==> config.mk <==
export PLATFORM = sky130hd
export DESIGN_NAME = vram_arbiter
export DESIGN_NICKNAME = d
export VERILOG_FILES = /design/src/rtl/vram_pkg.sv /design/src/rtl/vram_wr_fifo.sv /design/src/rtl/vram_arbiter.sv
export SDC_FILE = /design/constraint.sdc
export NUM_CORES = 1
export LEC_CHECK = 0
export BUFFER_PORTS_ARGS = -buffer_cell sky130_fd_sc_hd__buf_2
export CAP_MARGIN = 20
export CORE_ASPECT_RATIO = 0.7
export CORE_UTILIZATION = 30
export CTS_CLUSTER_DIAMETER = 40
export DETAILED_ROUTE_END_ITERATION = 8
export SKIP_CTS_REPAIR_TIMING = 1
export SYNTH_ARGS = -nofsm -noshare
export SYNTH_HDL_FRONTEND = slang
export SYNTH_SLANG_ARGS = --single-unit
export TNS_END_PERCENT = 30
==> constraint.sdc <==
create_clock -name pclk -period 8.32 [get_ports pclk]
set_input_delay 1.664 -clock pclk [delete_from_list [all_inputs] [get_ports pclk]]
set_output_delay 1.664 -clock pclk [all_outputs]
set_load 0.05 [all_outputs]
==> src/rtl/vram_pkg.sv <==
// Shared definitions for the 160x100 RGB332 video memory and its arbiter.
package vram_pkg;

  localparam int VRAM_W      = 160;
  localparam int VRAM_H      = 100;
  localparam int VRAM_DEPTH  = VRAM_W * VRAM_H;
  localparam int VRAM_ADDR_W = 14;

  typedef enum logic [1:0] {
    GNT_NONE,
    GNT_VID,
    GNT_CLR,
    GNT_CPU
  } grant_t;

  typedef enum logic {
    CLR_IDLE,
    CLR_FILL
  } clr_state_t;

endpackage

==> src/rtl/vram_wr_fifo.sv <==
// Small synchronous FIFO buffering CPU writes (address and data packed together).
module vram_wr_fifo #(
  parameter int WIDTH = 22,
  parameter int DEPTH = 4
) (
  input  logic                         pclk,
  input  logic                         reset,
  input  logic                         push,
  input  logic [WIDTH-1:0]             push_data,
  input  logic                         pop,
  output logic [WIDTH-1:0]             head,
  output logic                         full,
  output logic                         empty,
  output logic [$clog2(DEPTH+1)-1:0]   count
);

  localparam int PTR_W = (DEPTH > 1) ? $clog2(DEPTH) : 1;
  localparam int CNT_W = $clog2(DEPTH + 1);

  logic [WIDTH-1:0] store [DEPTH];
  logic [PTR_W-1:0] wr_ptr;
  logic [PTR_W-1:0] rd_ptr;
  logic [CNT_W-1:0] cnt;
  logic             do_push;
  logic             do_pop;

  assign full    = (cnt == CNT_W'(DEPTH));
  assign empty   = (cnt == '0);
  assign count   = cnt;
  assign head    = store[rd_ptr];
  assign do_push = push && !full;
  assign do_pop  = pop && !empty;

  // Pointers wrap naturally because DEPTH is a power of two.
  always_ff @(posedge pclk or posedge reset) begin
    if (reset) begin
      wr_ptr <= '0;
      rd_ptr <= '0;
      cnt    <= '0;
    end else begin
      if (do_push) wr_ptr <= wr_ptr + PTR_W'(1);
      if (do_pop)  rd_ptr <= rd_ptr + PTR_W'(1);
      case ({do_push, do_pop})
        2'b10:   cnt <= cnt + CNT_W'(1);
        2'b01:   cnt <= cnt - CNT_W'(1);
        default: cnt <= cnt;
      endcase
    end
  end

  always_ff @(posedge pclk) begin
    if (do_push) store[wr_ptr] <= push_data;
  end

endmodule

==> src/rtl/vram_arbiter.sv <==
// Single-port VRAM scheduler: video reads beat the fill engine, which beats buffered CPU writes.
module vram_arbiter
  import vram_pkg::*;
#(
  parameter int ADDR_W     = VRAM_ADDR_W,
  parameter int DEPTH      = VRAM_DEPTH,
  parameter int FIFO_DEPTH = 4
) (
  input  logic              pclk,
  input  logic              reset,
  input  logic              vid_req,
  input  logic [ADDR_W-1:0] vid_addr,
  output logic              vid_valid,
  output logic [7:0]        vid_data,
  input  logic              cpu_wr,
  input  logic [ADDR_W-1:0] cpu_addr,
  input  logic [7:0]        cpu_din,
  output logic              cpu_ready,
  input  logic              clear_start,
  input  logic [7:0]        clear_color,
  output logic              clear_busy,
  output logic [ADDR_W-1:0] mem_addr,
  output logic              mem_we,
  output logic [7:0]        mem_wdata,
  input  logic [7:0]        mem_rdata
);

  localparam int                ENTRY_W   = ADDR_W + 8;
  localparam logic [ADDR_W-1:0] LAST_ADDR = ADDR_W'(DEPTH - 1);

  grant_t                         grant;
  clr_state_t                     clr_state;
  logic [ADDR_W-1:0]              clr_ptr;
  logic [7:0]                     clr_color;
  logic                           vid_hit;
  logic                           fifo_push;
  logic                           fifo_pop;
  logic                           fifo_full;
  logic                           fifo_empty;
  logic [ENTRY_W-1:0]             fifo_head;
  logic [$clog2(FIFO_DEPTH+1)-1:0] fifo_level_unused;
  logic [ADDR_W-1:0]              head_addr;
  logic [7:0]                     head_data;
  logic                           rd_pend;
  logic                           rd_hit;

  assign vid_hit   = vid_req && (vid_addr <= LAST_ADDR);
  assign cpu_ready = !fifo_full;
  assign fifo_push = cpu_wr && cpu_ready;
  assign fifo_pop  = (grant == GNT_CPU);
  assign head_addr = fifo_head[ENTRY_W-1:8];
  assign head_data = fifo_head[7:0];

  vram_wr_fifo #(
    .WIDTH (ENTRY_W),
    .DEPTH (FIFO_DEPTH)
  ) u_wr_fifo (
    .pclk      (pclk),
    .reset     (reset),
    .push      (fifo_push),
    .push_data ({cpu_addr, cpu_din}),
    .pop       (fifo_pop),
    .head      (fifo_head),
    .full      (fifo_full),
    .empty     (fifo_empty),
    .count     (fifo_level_unused)
  );

  // Out-of-range video reads leave the slot free for the lower-priority requesters.
  always_comb begin
    grant = GNT_NONE;
    if (!reset) begin
      if (vid_hit)                     grant = GNT_VID;
      else if (clr_state == CLR_FILL)  grant = GNT_CLR;
      else if (!fifo_empty)            grant = GNT_CPU;
    end
  end

  always_comb begin
    mem_addr  = '0;
    mem_we    = 1'b0;
    mem_wdata = 8'h00;
    case (grant)
      GNT_VID: mem_addr = vid_addr;
      GNT_CLR: begin
        mem_addr  = clr_ptr;
        mem_we    = 1'b1;
        mem_wdata = clr_color;
      end
      GNT_CPU: begin
        if (head_addr <= LAST_ADDR) begin
          mem_addr  = head_addr;
          mem_we    = 1'b1;
          mem_wdata = head_data;
        end
      end
      default: ;
    endcase
  end

  // Fixed two-stage read pipeline; a miss still produces a valid beat carrying zero.
  always_ff @(posedge pclk or posedge reset) begin
    if (reset) begin
      rd_pend   <= 1'b0;
      rd_hit    <= 1'b0;
      vid_valid <= 1'b0;
      vid_data  <= 8'h00;
    end else begin
      rd_pend   <= vid_req;
      rd_hit    <= vid_hit;
      vid_valid <= rd_pend;
      vid_data  <= rd_hit ? mem_rdata : 8'h00;
    end
  end

  always_ff @(posedge pclk or posedge reset) begin
    if (reset) begin
      clr_state  <= CLR_IDLE;
      clr_ptr    <= '0;
      clr_color  <= 8'h00;
      clear_busy <= 1'b0;
    end else begin
      case (clr_state)
        CLR_IDLE: begin
          if (clear_start) begin
            clr_state  <= CLR_FILL;
            clr_ptr    <= '0;
            clr_color  <= clear_color;
            clear_busy <= 1'b1;
          end
        end
        CLR_FILL: begin
          if (grant == GNT_CLR) begin
            if (clr_ptr == LAST_ADDR) begin
              clr_state  <= CLR_IDLE;
              clear_busy <= 1'b0;
            end else begin
              clr_ptr <= clr_ptr + ADDR_W'(1);
            end
          end
        end
        default: clr_state <= CLR_IDLE;
      endcase
    end
  end

endmodule

==> impl_metrics.toml <==
[run_status]
status = "completed"

[grt]
grt_start_max_net_pins = 57
grt_usage = 0.1465
overflow = 0
grt_pass1_vias = 3685
grt_pass1_wl_um = 21290
antenna_found_initial = 2

[finish]
multi_input_area_um2 = 1863
seqCellArea_um2 = 3694
layout_common_cells = "buf_2 (90), edfxtp_1 (88), nand2_1 (55)"
drive_gt1_frac = 0.3211
final_common_cell = "buf_2"
fillers = 1727
syn_to_final_growth_pct = 23.07
finalNetCount = 543

[power_and_ir_drop]
p_sw_frac = 0.2932
clkPwrFrac = 0.390
p_switching_mw = 0.5962
power_density_nw_per_um2 = 288.2
p_total_mw = 2.033
combPwrFrac = 0.178
seqPwrFrac = 0.432
p_int_mw = 1.437
leakagePower_nw = 2.761
ir_worst_vdd_uv = 128.0

[clock_network]
cts_buffers = 17
clkTransAtPathRegs_ps = 60
cts-htree-levels = 4
clock_sinks = 130
cts_tree = "yes"
cts_buffer_depth = 2
clock_latency_ps = 420
cts_root_buf = "clkbuf_16"

[timing]
finalHoldViolations = 0
fin_skew_ps = 9.851
setup_viol = 0
fmax_ghz = 0.1796
min_period_ps = 5569
period_share = 0.6694
grt_setup_unrepaired = "no"
tightest_slew_ps = 1069
slew_viol_final = 0
tns_ps = 0
slew_headroom = 0.2871

[floorplanning]
start_util = 0.3122
core_area_um2 = 18370
die_h_um = 117.7
ios = 91
fp.dieW_um = 167.2
placementRows = 41
dieArea_um2 = 19680

[logic_synthesis]
ys_seq_area_frac = 0.6443
avgSynthCellArea_um2 = 14.93
syn_inst = 384
synthAdderAreaFrac = 0.01659
synthSimpleGateAreaFrac = 0.1028
synth_top_family_by_area = "multiplexers"
synthesis.nets = 448
synthesis.area_um2 = 5733
synth_edf_count = 88
yosysWarningCount = 0
synth.ff_latch_count = 130
synth_xor_area_frac = 0.009166
synth_compound_area_frac = 0.07660
synthDistinctLibCells = 39
async_flop_share = 0.3231
ys.flop_type = "edfxtp_1"
synth.area.mux_share = 0.1198

[worst_setup_path]
crit_type = "input pin to output port"
slowest_delay_ps = 790
worst_setup_path_end_kind = "output port"
path_max_fanout = 26
crit_arrival_ps = 3910
cpMostUsedCell = "buf_2"
cp.required_ps = 6660
crit_chain = "buf_2, nand3_2, o21ai_4, inv_2, nor2_1, a32o_1, buf_2"
startpoint_type = "input pin"
critPathSlowestCell = "nor2_1"

[hold_path]
hp-class = "register to register"

[flow_run]
timing.max_cap.violations = 0

[route]
routed_wl_um = 13930
vias = 3661
drt-initial-drc-count = 187
antenna_left = 0
drcViolationCount = 0
dr.pass1.iters = 4
via_per_inst = 5.015
wl_per_cell_um = 19.08

[placement]
dpl.hpwl_um = 9357
portBuffers = 90
globalplace.congestion = 0.7973
[kinds of logic (layout without fill, tap and decap cells)]
family                     Yosys count  count (layout)
xor gates and xnor gates             6               6
AOI/OAI and AO/OA                   50              50
DFF                                130             130
buffers and inverters               35             143
muxes                               41              41
and+or+nand+nor                    115             115
adders and majority gates            7               7
other                                0               2
[path summary, 6_finish.rpt]
path                                    from            endpoint  slack, ps  depth (start not counted)
max in group asynchronous              reset         vid_data[2]       6350                          3
worst min-delay path                 rd_pend           vid_valid        350                          0
worst max-delay path            vid_addr[13]        mem_wdata[2]       2750                          7
min in group asynchronous              reset         clr_ptr[10]       1510                          3
worst min register to register       rd_pend           vid_valid        350                          0
worst max register to register     clr_state  u_wr_fifo.count[2]       5200                          8
[worst max-delay path, delay by kind of cell]
kind | cells | cell delay, ps
buf+inv | 3 | 630
compound gates | 2 | 600
simple gates | 2 | 1000
[per-stage QoR]
stage	area [µm²]	hold WS (ps)	instances	worst slack (ps)	utilization
floorplan	5733	331.2	384	2849	-
global placement	6400	333.2	695	2804	0.3485
detailed placement	6427	337.0	696	2761	0.3500
CTS	7051	350.5	728	2764	0.3839
global route	7051	351.8	728	2641	0.3839
finish	7056	349.7	730	2751	0.3842
[registers in the layout, summed over array words and instances, names as in the netlist]
register	flops
u_wr_fifo.wr_ptr	2
clr_state	1
u_wr_fifo.store	88
clr_color	8
vid_valid	1
rd_hit	1
u_wr_fifo.count	3
vid_data	8
rd_pend	1
clear_busy	1
clr_ptr	14
u_wr_fifo.rd_ptr	2
[final cells by class]
cell class,instances,area share
diodes,2,0.0007093
clock buffers,18,0.06083
clock inverters,14,0.02749
inverters,14,0.007448
multi-input cells,219,0.2641
flip-flops and latches,130,0.5235
well taps,236,0.04185
repair buffers,97,0.07413
[cells in the mapped netlist (all sizes together) (3+ instances only)]
library cell | count | area share
o21ai | 10 | 0.011
xnor2 | 3 | 0.0046
mux4 | 22 | 0.086
clkbuf | 9 | 0.0059
nor3 | 3 | 0.0026
o211ai | 10 | 0.015
a32o | 22 | 0.038
xor2 | 3 | 0.0046
buf | 12 | 0.016
mux2i | 18 | 0.031
and2 | 11 | 0.012
nor4 | 9 | 0.012
nand2 | 55 | 0.036
dfrtp | 42 | 0.18
nor2 | 4 | 0.0026
nand4 | 3 | 0.0033
a21oi | 4 | 0.0035
edfxtp | 88 | 0.46
and3 | 6 | 0.0065
nand2b | 8 | 0.0087
nand3 | 9 | 0.0087
ha | 6 | 0.013
inv | 14 | 0.0092
[power groups by stage]
stage               sequential, mW  combinational, mW  clock (mW)
finish                       0.879              0.362       0.793
global route                 0.892              0.394       0.835
CTS                          0.879              0.370       0.807
detailed placement           0.892              0.367           0
global placement             0.885              0.354           0
floorplan                    0.880              0.246           0
[routing by layer]
layer  vias up  part of all wire  GRT usage
li1       1674                 -          -
met1      1854              0.47     0.1976
met2       116              0.46     0.2236
met3        17             0.056    0.04539
met4         0             0.016    0.04874
met5         -                 0          0
(Power assumes the default switching activity.)
